==> src/rtl/data_out_encoder_pkg.sv <==
// Shared types and width helpers for the byte-lane word encoder.
package data_out_encoder_pkg;

    typedef enum logic {
        ST_IDLE = 1'b0,
        ST_SEND = 1'b1
    } state_t;

    localparam int unsigned BYTE_W = 8;

    // Number of byte lanes in a word of the given width.
    function automatic int unsigned lanes_of(input int unsigned bits);
        return bits / BYTE_W;
    endfunction

    // Width of a lane index for the given lane count (never narrower than 1).
    function automatic int unsigned lane_w_of(input int unsigned lanes);
        return (lanes > 1) ? $clog2(lanes) : 1;
    endfunction

endpackage

==> src/rtl/data_out_encoder_byte_parity.sv <==
// Even parity of one byte: 1 when the byte holds an odd number of ones.
module data_out_encoder_byte_parity (
    input  logic [7:0] data,
    output logic       par
);

    assign par = ^data;

endmodule

==> src/rtl/data_out_encoder.sv <==
// Serializes a BITS-wide word into bytes, lane 0 first, each tagged with its lane index.
// Optional even-parity output out_par is built when DATA_OUT_PARITY_EN is defined.
module data_out_encoder
    import data_out_encoder_pkg::*;
#(
    parameter int unsigned BITS = 32
) (
    input  logic                                  wb_clk_i,
    input  logic                                  wb_rst_i,
    input  logic [BITS-1:0]                       in_data,
    input  logic                                  in_valid,
    output logic                                  in_ready,
    output logic [7:0]                            out_data,
    output logic [lane_w_of(lanes_of(BITS))-1:0]  out_sel,
    output logic                                  out_valid,
    input  logic                                  out_ready,
    output logic                                  out_last,
    output logic                                  busy
`ifdef DATA_OUT_PARITY_EN
   ,output logic                                  out_par
`endif
);

    localparam int unsigned LANES  = lanes_of(BITS);
    localparam int unsigned LANE_W = lane_w_of(LANES);
    localparam logic [LANE_W-1:0] LAST_LANE = LANE_W'(LANES - 1);

    state_t            state, state_n;
    logic [BITS-1:0]   word_q, word_n;
    logic [LANE_W-1:0] lane_q, lane_n;
    logic [7:0]        byte_n;
    logic              hs;

    // Next-state, next-word and next-lane selection; in_ready is the only combinational output.
    always_comb begin
        state_n  = state;
        word_n   = word_q;
        lane_n   = lane_q;
        hs       = out_valid & out_ready;
        in_ready = (state == ST_IDLE) | (out_last & out_ready);
        case (state)
            ST_IDLE: begin
                if (in_valid) begin
                    word_n  = in_data;
                    lane_n  = '0;
                    state_n = ST_SEND;
                end
            end
            ST_SEND: begin
                if (hs) begin
                    if (lane_q != LAST_LANE) begin
                        lane_n = lane_q + LANE_W'(1);
                    end else if (in_valid) begin
                        word_n = in_data;
                        lane_n = '0;
                    end else begin
                        state_n = ST_IDLE;
                        lane_n  = '0;
                    end
                end
            end
        endcase
        byte_n = (state_n == ST_SEND) ? 8'(word_n >> {lane_n, 3'b000}) : 8'h00;
    end

    // State, word and lane registers plus the registered output view of the next byte.
    always_ff @(posedge wb_clk_i) begin
        if (wb_rst_i) begin
            state     <= ST_IDLE;
            word_q    <= '0;
            lane_q    <= '0;
            out_data  <= '0;
            out_sel   <= '0;
            out_valid <= 1'b0;
            out_last  <= 1'b0;
            busy      <= 1'b0;
        end else begin
            state     <= state_n;
            word_q    <= word_n;
            lane_q    <= lane_n;
            out_data  <= byte_n;
            out_sel   <= lane_n;
            out_valid <= (state_n == ST_SEND);
            out_last  <= (state_n == ST_SEND) && (lane_n == LAST_LANE);
            busy      <= (state_n == ST_SEND);
        end
    end

`ifdef DATA_OUT_PARITY_EN
    logic par_n;

    data_out_encoder_byte_parity u_byte_parity (
        .data (byte_n),
        .par  (par_n)
    );

    // Parity is registered alongside out_data so it stays aligned under backpressure.
    always_ff @(posedge wb_clk_i) begin
        if (wb_rst_i) begin
            out_par <= 1'b0;
        end else begin
            out_par <= par_n;
        end
    end
`endif

endmodule

==> config.mk <==
export PLATFORM = sky130hd
export DESIGN_NAME = data_out_encoder
export DESIGN_NICKNAME = d
export VERILOG_FILES = /design/src/rtl/data_out_encoder_pkg.sv /design/src/rtl/data_out_encoder_byte_parity.sv /design/src/rtl/data_out_encoder.sv
export SDC_FILE = /design/constraint.sdc
export NUM_CORES = 1
export LEC_CHECK = 0
export CAP_MARGIN = 20
export CORE_MARGIN = 2
export CORE_UTILIZATION = 49
export DETAILED_ROUTE_END_ITERATION = 8
export PLACE_DENSITY = 0.9
export SLEW_MARGIN = 20
export SYNTH_ARGS = -nofsm -noshare
export SYNTH_HDL_FRONTEND = slang
export SYNTH_HIERARCHICAL = 1
export SYNTH_SLANG_ARGS = --single-unit
export TNS_END_PERCENT = 10
==> constraint.sdc <==
create_clock -name wb_clk_i -period 2.15 [get_ports wb_clk_i]
set_clock_uncertainty 0.1 [all_clocks]
set_input_delay 0.43 -clock wb_clk_i [delete_from_list [all_inputs] [get_ports wb_clk_i]]
set_output_delay 0.43 -clock wb_clk_i [all_outputs]
set_load 0.01 [all_outputs]
* Word-level counts from Yosys, hierarchy flattened *
Cells that the tools add are included.

word-level totals
  register bits = 44
  logic and storage cells = 28

cells by class
  $add $sub $neg = 1
  muxes and demuxes = 12
  bitwise logic cells = 5
  equality and inequality tests = 2
  reductions and logical operators = 2
  shift operators = 1

operator list
  kind                   number
  $mux W32               3
  $pmux W32 S2           1
  $shr A32 B5 Y8         1
  $mux W2                3
  $pmux W2 S2            1
  $mux W1                3
  $add A2 B1 Y2 const B  1
  $and A1 B1 Y1          2
  $eq A2 B2 Y1 const B   1
  $ne A2 B2 Y1 const B   1
  $not A1 Y1             2
  $pmux W1 S2            1
  $reduce_or A2 Y1       1
  $logic_and A1 B1 Y1    1
  $or A1 B1 Y1           1

* Logic depth before layout (Yosys ltp) *
  word-level depth = 6
  mapped depth = 8
  depth with buffers taken out = 6

* Worst setup path after synthesis *
Ideal clock, no wire load.

  path kind = register -> register
  from = reg lane_q[0]
  to = reg out_data[6]
  setup slack = 0.193 ns
  cell stages (with the launch flop) = 8
  setup time = 0.124 ns
  clock period less this slack = 1.957 ns
  arrival = 1.733 ns
  path through = dfxtp_1 ha_1 nor3b_4 o21a_2 buf_6 o21ai_2 a21oi_1 a2111o_1

between the ends
  word-level cells in the longest chain between the ends = 6
  elaborated cells on any way between the ends = 15
  those cells by class = add/sub (1); eq/ne (1); shift (1); mux (10); bitwise (1); reduce/logical (1)

ends and longest elaborated chain
  element                                                                line                    RTL
  start, declared                                                        data_out_encoder.sv:30  logic [LANE_W-1:0] lane_q, lane_n;
  start signal, assigned                                                 data_out_encoder.sv:80  lane_q <= lane_n;
  parallel branches: the longest is 6 deep, another holds $add A2 B1 Y2  -
  end signal, assigned                                                   data_out_encoder.sv:81  out_data <= byte_n;
  end, declared                                                          data_out_encoder.sv:13  output logic [7:0] out_data,

Several ways; the timed one is not identified.
A chain may end at the register's enable or synchronous reset.

* Final worst setup path *
  from = in out_ready
  to = reg out_data[0]

between the ends
  word-level cells in the longest chain between the ends = 5
  elaborated cells on any way between the ends = 10
  those cells by class = shift (1); mux (6); bitwise (2); reduce/logical (1)

ends and longest elaborated chain
  element                                                           line                    RTL
  start, declared                                                   data_out_encoder.sv:16  input logic out_ready,
  $and A1 B1 Y1 (*)                                                 data_out_encoder.sv:39  hs = out_valid & out_ready;
  parallel branches: the longest is 4 deep, another holds $mux W32  -

Every way passes the cells marked *.

==> flow_metrics.py <==
metrics = {
    "grt": {
        "grt_pass1_vias": 1883,
        "use_met3_pct": 5.43,
        "grt-busiest-layer": "met2",
        "grt_pass1_wl_um": 8740,
        "grt_use_total_pct": 25.3,
        "antenna_found_initial": 0,
        "use_met1_pct": 33.1,
        "grt_overflow": 0,
        "grt.met2_usage_pct": 40.5,
        "grt_start_max_net_pins": 26,
    },
    "placement": {
        "place_hpwl_um": 3830,
        "pre_cts_ws_ns": -0.192,
        "gp_congestion": 0.966,
        "port_buffers": 49,
    },
    "finish": {
        "syn2layout_area_growth_pct": 34.1,
        "layout_common_cells": "nand2_1, a21oi_1, clkdlybuf4s50_1, dfxtp_1, nand3_1",
        "n_antenna_cell": 0,
        "layout_commonest_cell": "nand2_1",
        "nNetsFinal": 346,
        "drive_gt1_share_pct": 10.3,
    },
    "clock_network": {
        "cts-root-buf": "clkbuf_8",
        "cts_setup_buffers": 0,
        "clock-sinks": 44,
        "clock_latency_ns": 0.30,
        "numCtsBuffers": 5,
        "htree_num_levels": 2,
        "cts_max_path_buffers": 2,
        "tritoncts": "yes",
        "clk_pin_slew_ns": 0.08,
    },
    "synthesis": {
        "synth_top_area_share_pct": 43.8,
        "yosysTopAreaCell": "dfxtp_1",
        "ys_seq_elements": 44,
        "synthTopCellsByArea": "dfxtp_1, nand2_1, a21oi_1, a2111o_1, nand3_1",
        "synthAdderAreaFrac_pct": 0.623,
        "synth_fp_nets": 293,
        "synth_top_family_by_area": "simple AND/OR/NAND/NOR gates",
        "ys_seq_area_share_pct": 43.8,
        "synth_compound_gate_area_share_pct": 23.0,
        "synth_xor_area_share_pct": 0,
        "synth_cell_types": 27,
        "yosysWarningCount": 6,
        "synthCells": 256,
        "yosys.area_share.simple_pct": 26.7,
        "synth_mux_area_share_pct": 0,
        "avgSynthCellArea_um2": 7.85,
        "netlist_area_um2": 2010,
    },
    "timing": {
        "tns_ns": 0,
        "drv_slew": 0,
        "maxClockFrequency_mhz": 483,
        "hold_viol": 0,
        "rsz0062_at_grt": "false",
        "finalSetupViolCount": 0,
        "setup_ws_ns": 0.0792,
        "layout_min_cycle_time_ns": 2.07,
        "holdWs_ns": 0.361,
        "slew_headroom_pct": 44.5,
        "worst_pin_slew_ns": 0.826,
        "timing.final.crit_share_pct": 96.3,
    },
    "floorplanning": {
        "fp.dieW_um": 68.0,
        "io_pins": 50,
        "initial_utilization_pct": 50.6,
        "core_um2": 3970,
        "die_y_um": 68.0,
        "dieArea_um2": 4630,
        "rows": 23,
    },
    "routing": {
        "routedWlPerCell_um": 15.1,
        "drtIter0Drc": 178,
        "vias_per_cell": 5.68,
        "drc": 0,
        "drt-total-wl_um": 5430,
        "num_vias": 2046,
        "drtPass1Iterations": 4,
        "postRouteAntennaNets": 0,
    },
    "power_and_ir_drop": {
        "ir_drop_v": 0.000594,
        "power_density_nw_per_um2": 686,
        "power_leakage_nw": 1.02,
    },
    "hold_path": {
        "holdPathStages": 2,
        "worstHoldStart": "word_q[10]",
        "min_to": "word_q[10]",
        "min_path_type": "register to register",
    },
    "worst_setup_path": {
        "cp.arrival_ns": 2.16,
        "worstSetupPathType": "input pin to register",
        "path_max_fanout": 16,
        "reg2reg_to": "out_data[0]",
        "max_stage_delay_ns": 0.47,
        "worst_setup_path_start_kind": "input pin",
        "setup.worst_path.end_class": "register",
        "reg2regPathDepth": 6,
        "path_cells": "clkdlybuf4s50_1, nor3b_4, o21a_2, o21ai_0, a21oi_1, a2111o_1",
        "required_ns": 2.24,
        "slowest_stage": "clkdlybuf4s50_1",
        "r2r-start": "lane_q[0]",
        "rrSetupSlack_ns": 0.16,
    },
    "job": {
        "drv_cap": 0,
    },
    "status": {
        "status": "completed",
    },
}
-- power by group --
group,switching [mW],internal [mW]
clock network,0.279,0.410
logic,0.132,0.141
registers,0.0291,0.858
total,0.440,1.41
-- final cells by class --
cell class,count,area (µm²)
multi-input cells,194,1010
inverters,1,3.75
clock buffers,7,96.3
fillers,327,1280
clock inverters,1,30.0
repair buffers,63,607
well taps,50,62.6
flip-flops and latches,44,881
-- flip-flops by register name (all words and copies together), names as in the netlist --
register  cells
out_data      8
out_last      1
word_q       32
state         1
lane_q        2
-- synthesized netlist by cell type --
cell type / n
nand2_1: 75
a21oi_1: 52
dfxtp_1: 44
nand3_1: 16
clkbuf_1: 10
o21ai_1: 9
a2111o_1: 8
and4_1: 8
o21ai_0: 8
buf_6: 4
nor2_1: 4
nor2b_1: 2
o21ai_2: 2
and2_4: 1
buf_12: 1
buf_2: 1
buf_4: 1
ha_1: 1
inv_1: 1
nand2_2: 1
nand2b_1: 1
nand3_2: 1
nor2_2: 1
nor3b_1: 1
nor3b_4: 1
nor4_2: 1
o21a_2: 1
-- per-stage QoR --
step,util (%),power [mW],area (µm²),instances
final,67.8,1.85,2690,360
after global routing,67.8,1.92,2690,360
after CTS,67.8,1.85,2690,360
after detailed placement,64.7,1.17,2570,352
after global placement,64.7,1.17,2570,352
after floorplan,-,1.03,2010,256
-- critical path, delay by kind of cell --
| kind | cells | cell delay, ns |
|---|---|---|
| AOI/OAI and AO/OA | 4 | 1.07 |
| buffers and inverters | 1 | 0.47 |
| and+or+nand+nor | 1 | 0.19 |
-- routing by layer --
metal	wire length [µm]	vias up
met4	91	0
met3	390	9
met5	0	-
met2	2630	83
li1	-	997
met1	2310	957
-- worst max path at each step --
| stage | start | to | slack (ns) |
|---|---|---|---|
| 2_1_floorplan | lane_q[0] | out_data[6] | 0.19 |
| 3_3_place_gp | out_ready | out_data[7] | -0.13 |
| 3_5_place_dp | out_ready | out_data[5] | -0.19 |
| 4_1_cts | out_ready | out_data[5] | 0.11 |
| 5_1_grt | out_ready | out_data[5] | 0.02 |
| 6_report | out_ready | out_data[0] | 0.08 |
-- timing repair --
item                       CTS  global route
setup endpoints to repair    1             0
gates resized for setup      1             0
hold buffers                 0             0
-- cell families after synthesis --
kind of cell / count (synthesis)
AOI/OAI and AO/OA: 80
adders and majority gates: 1
buffers and inverters: 18
DFF: 44
and+or+nand+nor: 113
Power figures use the tool's default switching activity.
